`src/rtl/ysyx_23060124_ifu_idu_regs.sv`:
```
// IFU->IDU pipeline register: two-entry skid buffer (head H + skid S) carrying
// {pc, inst, fault}, with single-cycle flush and a saturating dequeue counter.
module ysyx_23060124_ifu_idu_regs #(
  parameter int CNT_W = 16
) (
  input  logic             clock,
  input  logic             reset,
  input  logic             i_pre_valid,
  output logic             o_pre_ready,
  input  logic [31:0]      i_pc,
  input  logic [31:0]      i_inst,
  input  logic             i_fault,
  input  logic             i_flush,
  output logic             o_post_valid,
  input  logic             i_post_ready,
  output logic [31:0]      o_pc,
  output logic [31:0]      o_inst,
  output logic             o_fault,
  output logic [CNT_W-1:0] o_fetch_cnt
);

  localparam logic [CNT_W-1:0] FC_ONE = {{(CNT_W-1){1'b0}}, 1'b1};

  logic [1:0]       r_cnt;
  logic [31:0]      r_h_pc, r_h_inst, r_s_pc, r_s_inst;
  logic             r_h_fault, r_s_fault;
  logic [CNT_W-1:0] r_fc;
  logic             w_acc, w_deq;

  // Handshake flags come only from r_cnt, so ready never depends on i_post_ready.
  assign o_post_valid = (r_cnt != 2'd0);
  assign o_pre_ready  = (r_cnt != 2'd2);
  assign o_pc         = r_h_pc;
  assign o_inst       = r_h_inst;
  assign o_fault      = r_h_fault;
  assign o_fetch_cnt  = r_fc;

  assign w_acc = i_pre_valid & o_pre_ready & ~i_flush;
  assign w_deq = o_post_valid & i_post_ready;

  always_ff @(posedge clock) begin
    if (!reset) begin
      r_cnt     <= 2'd0;
      r_h_pc    <= '0;
      r_h_inst  <= '0;
      r_h_fault <= 1'b0;
      r_s_pc    <= '0;
      r_s_inst  <= '0;
      r_s_fault <= 1'b0;
      r_fc      <= '0;
    end else begin
      // A dequeue coincident with flush still counts: IDU already took the head.
      if (w_deq && r_fc != {CNT_W{1'b1}}) r_fc <= r_fc + FC_ONE;
      if (i_flush) begin
        r_cnt     <= 2'd0;
        r_h_pc    <= '0;
        r_h_inst  <= '0;
        r_h_fault <= 1'b0;
        r_s_pc    <= '0;
        r_s_inst  <= '0;
        r_s_fault <= 1'b0;
      end else begin
        case (r_cnt)
          2'd0: begin
            if (w_acc) begin
              r_h_pc    <= i_pc;
              r_h_inst  <= i_inst;
              r_h_fault <= i_fault;
              r_cnt     <= 2'd1;
            end
          end
          2'd1: begin
            if (w_acc && w_deq) begin
              r_h_pc    <= i_pc;
              r_h_inst  <= i_inst;
              r_h_fault <= i_fault;
            end else if (w_acc) begin
              r_s_pc    <= i_pc;
              r_s_inst  <= i_inst;
              r_s_fault <= i_fault;
              r_cnt     <= 2'd2;
            end else if (w_deq) begin
              r_h_pc    <= '0;
              r_h_inst  <= '0;
              r_h_fault <= 1'b0;
              r_cnt     <= 2'd0;
            end
          end
          default: begin
            if (w_deq) begin
              r_h_pc    <= r_s_pc;
              r_h_inst  <= r_s_inst;
              r_h_fault <= r_s_fault;
              r_s_pc    <= '0;
              r_s_inst  <= '0;
              r_s_fault <= 1'b0;
              r_cnt     <= 2'd1;
            end
          end
        endcase
      end
    end
  end

endmodule
```
`config.mk`:
```
export PLATFORM = sky130hd
export DESIGN_NAME = ysyx_23060124_ifu_idu_regs
export DESIGN_NICKNAME = d
export VERILOG_FILES = /design/src/rtl/ysyx_23060124_ifu_idu_regs.sv
export SDC_FILE = /design/constraint.sdc
export NUM_CORES = 1
export LEC_CHECK = 0
export BUFFER_PORTS_ARGS = -buffer_cell sky130_fd_sc_hd__buf_2
export CORE_ASPECT_RATIO = 0.7
export CORE_MARGIN = 2
export CORE_UTILIZATION = 45
export CTS_CLUSTER_SIZE = 10
export DETAILED_ROUTE_END_ITERATION = 10
export GPL_ROUTABILITY_DRIVEN = 0
export PLACE_DENSITY = 0.65
export SETUP_SLACK_MARGIN = 0.4
export SYNTH_ARGS = -nofsm -noshare
export SYNTH_HDL_FRONTEND = slang
export SYNTH_SLANG_ARGS = --single-unit
```
`constraint.sdc`:
```
create_clock -name clock -period 3.15 [get_ports clock]
set_input_delay 0.4725 -clock clock [delete_from_list [all_inputs] [get_ports clock]]
set_output_delay 0.4725 -clock clock [all_outputs]
set_load 0.01 [all_outputs]
```
-- Word-level counts from Yosys, hierarchy flattened
Cells that the tools add are included.
- logic and storage cells: 62
- register bits: 148
- output and inout bits: 83
- bits of input ports: 70
- bitwise gates (word level): 6
- reduce and logical (&&, ||, !) cells: 10
- multiplexer cells: 28
- equal/unequal tests: 9
- $add $sub $neg: 1
- operators with widths (operator ; number):
    32-bit 2-to-1 mux ; 10
    32-bit case mux with 2 select lines ; 4
    16-bit by 1-bit adder with 16-bit output (second input constant) ; 1
    16-bit != test (second input constant) ; 1
    4-bit AND reduction ; 3
    2-bit 2-to-1 mux ; 5
    3-bit != test (second input constant) ; 3
    2-bit != test (second input constant) ; 4
    1-bit 2-to-1 mux ; 6
    1-bit case mux with 2 select lines ; 2
    2-bit case mux with 2 select lines ; 1
    2-bit nonzero test ; 2
    1-bit AND ; 3
    1-bit inverter ; 3
    3-bit nonzero test ; 1
    2-bit by 1-bit equality test with 1-bit output (second input constant) ; 1
    1-bit logical AND ; 2
    2-bit logical NOT ; 1
    2-bit OR reduction ; 1

-- Depth between registers and ports, before layout
- depth in word-level cells: 6
- depth in mapped cells: 7
- gate-level depth less buffers: 5

-- Least setup slack after synthesis
No wires, ideal clock.
- kind: input to register
- from: input i_post_ready
- to: register r_s_inst[12]
- library setup time: 128 ps
- arrival: 1534 ps
- buffers on the path: 3
- stages: 7
- slack: 1488 ps
- data required time: 3022 ps
- cell sequence: buf_2 -> nand2b_1 -> o31a_1 -> buf_4 -> buf_4 -> mux2i_1 -> nor2_1
- word-level cells in the longest chain between the ends: 4
- elaborated cells between the ends (all ways): 5
- those cells by class: eq/ne: 1; bitwise: 1; reduce/logical: 3
- RTL lines (what ; RTL line ; RTL):
    start, declared ; 15 ; input logic i_post_ready,
    1-bit AND * ; 39 ; assign w_deq = o_post_valid & i_post_ready;
    1-bit logical AND ; 73 ; if (w_acc && w_deq) begin
    2-bit != test (no line) ; n/a ;
    4-bit AND reduction (no line) * ; n/a ;
    end signal, assigned ; 79 ; r_s_inst <= i_inst;
    end, declared ; 25 ; logic [31:0] r_h_pc, r_h_inst, r_s_pc, r_s_inst;
Mark *: on every way between the ends. The rest lies on a longest branch, timed or not.
A chain may end at the register's enable or synchronous reset.

-- Worst setup path in the final report
- from: register r_cnt[1]
- to: register r_h_inst[6] (netlist: o_inst[6])
- word-level cells in the longest chain between the ends: 6
- elaborated cells between the ends (all ways): 15
- those cells by class: eq/ne: 5; mux: 2; bitwise: 3; reduce/logical: 5
- RTL lines (what ; RTL line ; RTL):
    start, declared ; 24 ; logic [1:0] r_cnt;
    start signal, assigned ; 43 ; r_cnt <= 2'd0;
    start signal, assigned ; 55 ; r_cnt <= 2'd0;
    start signal, assigned ; 69 ; r_cnt <= 2'd1;
    2-bit != test ; 32 ; assign o_pre_ready = (r_cnt != 2'd2);
    1-bit AND (2 in a row) ; 38 ; assign w_acc = i_pre_valid & o_pre_ready & ~i_flush;
    1-bit logical AND ; 73 ;
    3-bit != test (no line) or 32-bit 2-to-1 mux (tied branches) ; n/a ;
    4-bit AND reduction (no line) or 32-bit case mux with 2 select lines (tied branches) ; n/a ;
    end signal, assigned ; 67 ; r_h_inst <= i_inst;
    end signal, assigned ; 75 ; r_h_inst <= i_inst;
    end signal, assigned ; 92 ; r_h_inst <= r_s_inst;
    end, declared ; 25 ;
Parallel ways exist; a longest one is shown, timed or not.

==> flow_metrics.env <==
export IMPL_outcome="completed"
export IMPL_final_common_cell="buf_2"
export IMPL_syn_nets=770
export IMPL_yosysUniqueCellTypes=44
export IMPL_synth_main_ff_cell="dfxtp_1"
export IMPL_clk_latency_ns=0.42
export IMPL_r2r_slack_ns=0.71
export IMPL_hold_path_class="in -> reg"
export IMPL_fmax_mhz=410
export IMPL_vias=5661
export IMPL_cts_sinks=148
export IMPL_htree_num_levels=4
export IMPL_via_per_inst=5.56
export IMPL_power_density_nw_per_um2=560
export IMPL_drt_iter0_drc=359
export IMPL_final_antenna_net_count=0
export IMPL_crit_chain="o21ai_2 -> o21a_2 -> buf_4 -> a221oi_1 -> nor3_1"
export IMPL_layout_drive_gt1_share_pct=26.3
export IMPL_cp_arrival_ns=2.77
export IMPL_cp_required_ns=3.48
export IMPL_grt_overflow_total=0
export IMPL_cts_buffer_depth=2
export IMPL_critical_path_class="reg -> reg"
export IMPL_antenna_cells=0
export IMPL_hold_viol=0
export IMPL_finalCriticalPeriod_ns=2.44
export IMPL_slew_violations=0
export IMPL_die_w_um=147
export IMPL_core_area_sq_um=14000
export IMPL_ctsResizeCount=0
export IMPL_cp_max_fo=50
export IMPL_hold_buffers=0
export IMPL_postCtsSetupBuffers=0
export IMPL_hold_ws_ns=0.360
export IMPL_slowest_stage="buf_4"
export IMPL_cp_slowest_stage_delay_ns=0.57
export IMPL_worst_pin_slew_ns=1.02
export IMPL_finalNonFillerCells=1019
export IMPL_area_delta_synth_final_pct=23.4
export IMPL_numCtsBuffers=17
export IMPL_synth_warnings=0
export IMPL_grtUsageTotal_pct=21.7
export IMPL_remaining_drc_errors=0
export IMPL_synth_area_per_cell_sq_um=9.25
export IMPL_io_pins=153
export IMPL_fin_nets=887
export IMPL_hpwlAfterDp_um=10500
export IMPL_grt_pass1_wl_um=27100
export IMPL_cp_start_kind="flip-flop"
export IMPL_portBuffers=152
export IMPL_chipHeight_um=104
export IMPL_setup_violations=0
export IMPL_async_reset_ff_share_pct=0
export IMPL_synthCells=699
export IMPL_drt_wl_total_um=16500
export IMPL_ys_seq_area_share_pct=45.8
export IMPL_finalCoreUtilization_pct=57.1
export IMPL_max_cap_viol_count=0
export IMPL_syn_area_sq_um=6460
export IMPL_skew_ns=0.00813
export IMPL_placed_cells=987
export IMPL_dr_pass1_iters=5
export IMPL_root_buffer="clkbuf_16"
export IMPL_slew_headroom_pct=31.8
export IMPL_rsz0062_at_grt="false"
export IMPL_cts_tree="done"
export IMPL_grt_pass1_vias=5379
export IMPL_grt_max_degree=68
export IMPL_synth_enable_flop_cells=0
export IMPL_wl_per_cell_um=16.2
export IMPL_die_area_sq_um=15400
export IMPL_num_rows=36
export IMPL_endpoint_kind="flip-flop"
export IMPL_fin_crit_sh_pct=77.5
export IMPL_antenna_found_initial=0
export IMPL_leakage_uw=0.00368
export IMPL_finalSetupTns_ns=0
export IMPL_ir_drop_mv=0.362
export IMPL_ys_seq_elements=148
export IMPL_initial_core_util_pct=46.3
export IMPL_clkTransAtPathRegs_ns=0.06
export IMPL_final_cell_mix="152 x buf_2, 147 x dfxtp_1, 132 x nor2_1"
[path summary, 6_finish.rpt]
kind,startpoint,endpoint,cells past startpoint
setup / recovery,r_cnt[1],o_inst[6],5
hold / removal,i_post_ready,r_cnt[1],2
setup reg to reg,r_cnt[1],o_inst[6],5
hold reg to reg,o_pc[15],o_pc[15],2
[sequential cells by signal, indices dropped and copies added, names as in the netlist]
name and cells:
r_s_inst 32, o_fetch_cnt 16, o_pc 32, r_s_pc 32, r_s_fault 1, o_inst 32
o_fault 1, r_cnt 2
[per-layer routing]
metal	vias to the layer above	routed length, um	global-route usage, %
met4	0	82	7.28
met5	-	0	0
li1	2719	-	-
met3	6	969	4.82
met2	164	7570	33.6
met1	2772	7840	30.1
[cell usage after synthesis, types with 2 or more instances]
master / number / share of area [%]
clkbuf_1: 30 / 1.7
or4_1: 4 / 0.46
o21a_1: 3 / 0.35
nor2_1: 132 / 7.7
nor4_1: 4 / 0.39
nand2b_1: 7 / 0.68
o31a_1: 2 / 0.27
o21ai_0: 4 / 0.31
a21oi_1: 11 / 0.85
nor3_1: 70 / 5.4
mux2i_1: 69 / 11
buf_6: 4 / 0.70
o31ai_1: 7 / 0.81
buf_4: 10 / 1.2
buf_2: 19 / 1.5
and2_1: 66 / 6.4
nand2_1: 10 / 0.58
o211ai_1: 2 / 0.23
inv_1: 4 / 0.23
or3_1: 2 / 0.19
nand3b_1: 3 / 0.35
dfxtp_1: 148 / 46
a221oi_1: 54 / 7.3
nor2b_1: 2 / 0.19
a221oi_2: 11 / 2.6
nand3_1: 3 / 0.23
[area by class of cell]
type	instances	area [sq um]
multi-input cells	483	3190
clock inverters	8	146
repair buffers	162	923
flip-flops and latches	148	2970
fillers	1250	5990
clock buffers	24	492
well taps	190	238
inverters	4	15.0
[metrics by stage]
step / power, uW / instance area (sq um) / setup slack (ns)
floorplan: 2200 / 6460 / 1.49
global placement: 2330 / 7330 / 0.811
detailed placement: 2340 / 7330 / 0.739
CTS: 4510 / 7970 / 0.720
global route: 4630 / 7970 / 0.531
finish: 4470 / 7970 / 0.709
[power by group]
group / internal [uW] / total (uW) / switching (uW)
clock: 1410 / 2170 / 756
combinational: 148 / 370 / 222
sequential: 1910 / 1930 / 22.4
[logic make-up (layout without fill, tap and decap cells)]
| group | after synthesis | count (layout) | share of synthesized area [%] |
|---|---|---|---|
| and+or+nand+nor | 313 | 313 | 24.3 |
| DFF | 148 | 148 | 45.8 |
| AOI/OAI and AO/OA | 100 | 100 | 13.6 |
| muxes | 69 | 69 | 10.7 |
| buffers and inverters | 68 | 198 | 5.38 |
| adders and majority gates | 1 | 1 | 0.194 |
[critical path, delay by kind of cell, from the launching register on]
kind | cells | cell delay (ns)
AO/OA/AOI/OAI | 3 | 1.00
AND/OR/NAND/NOR | 1 | 0.23
buffers and inverters | 1 | 0.57
flip-flops | 1 | 0.52
Power figures use the tool's default switching activity.
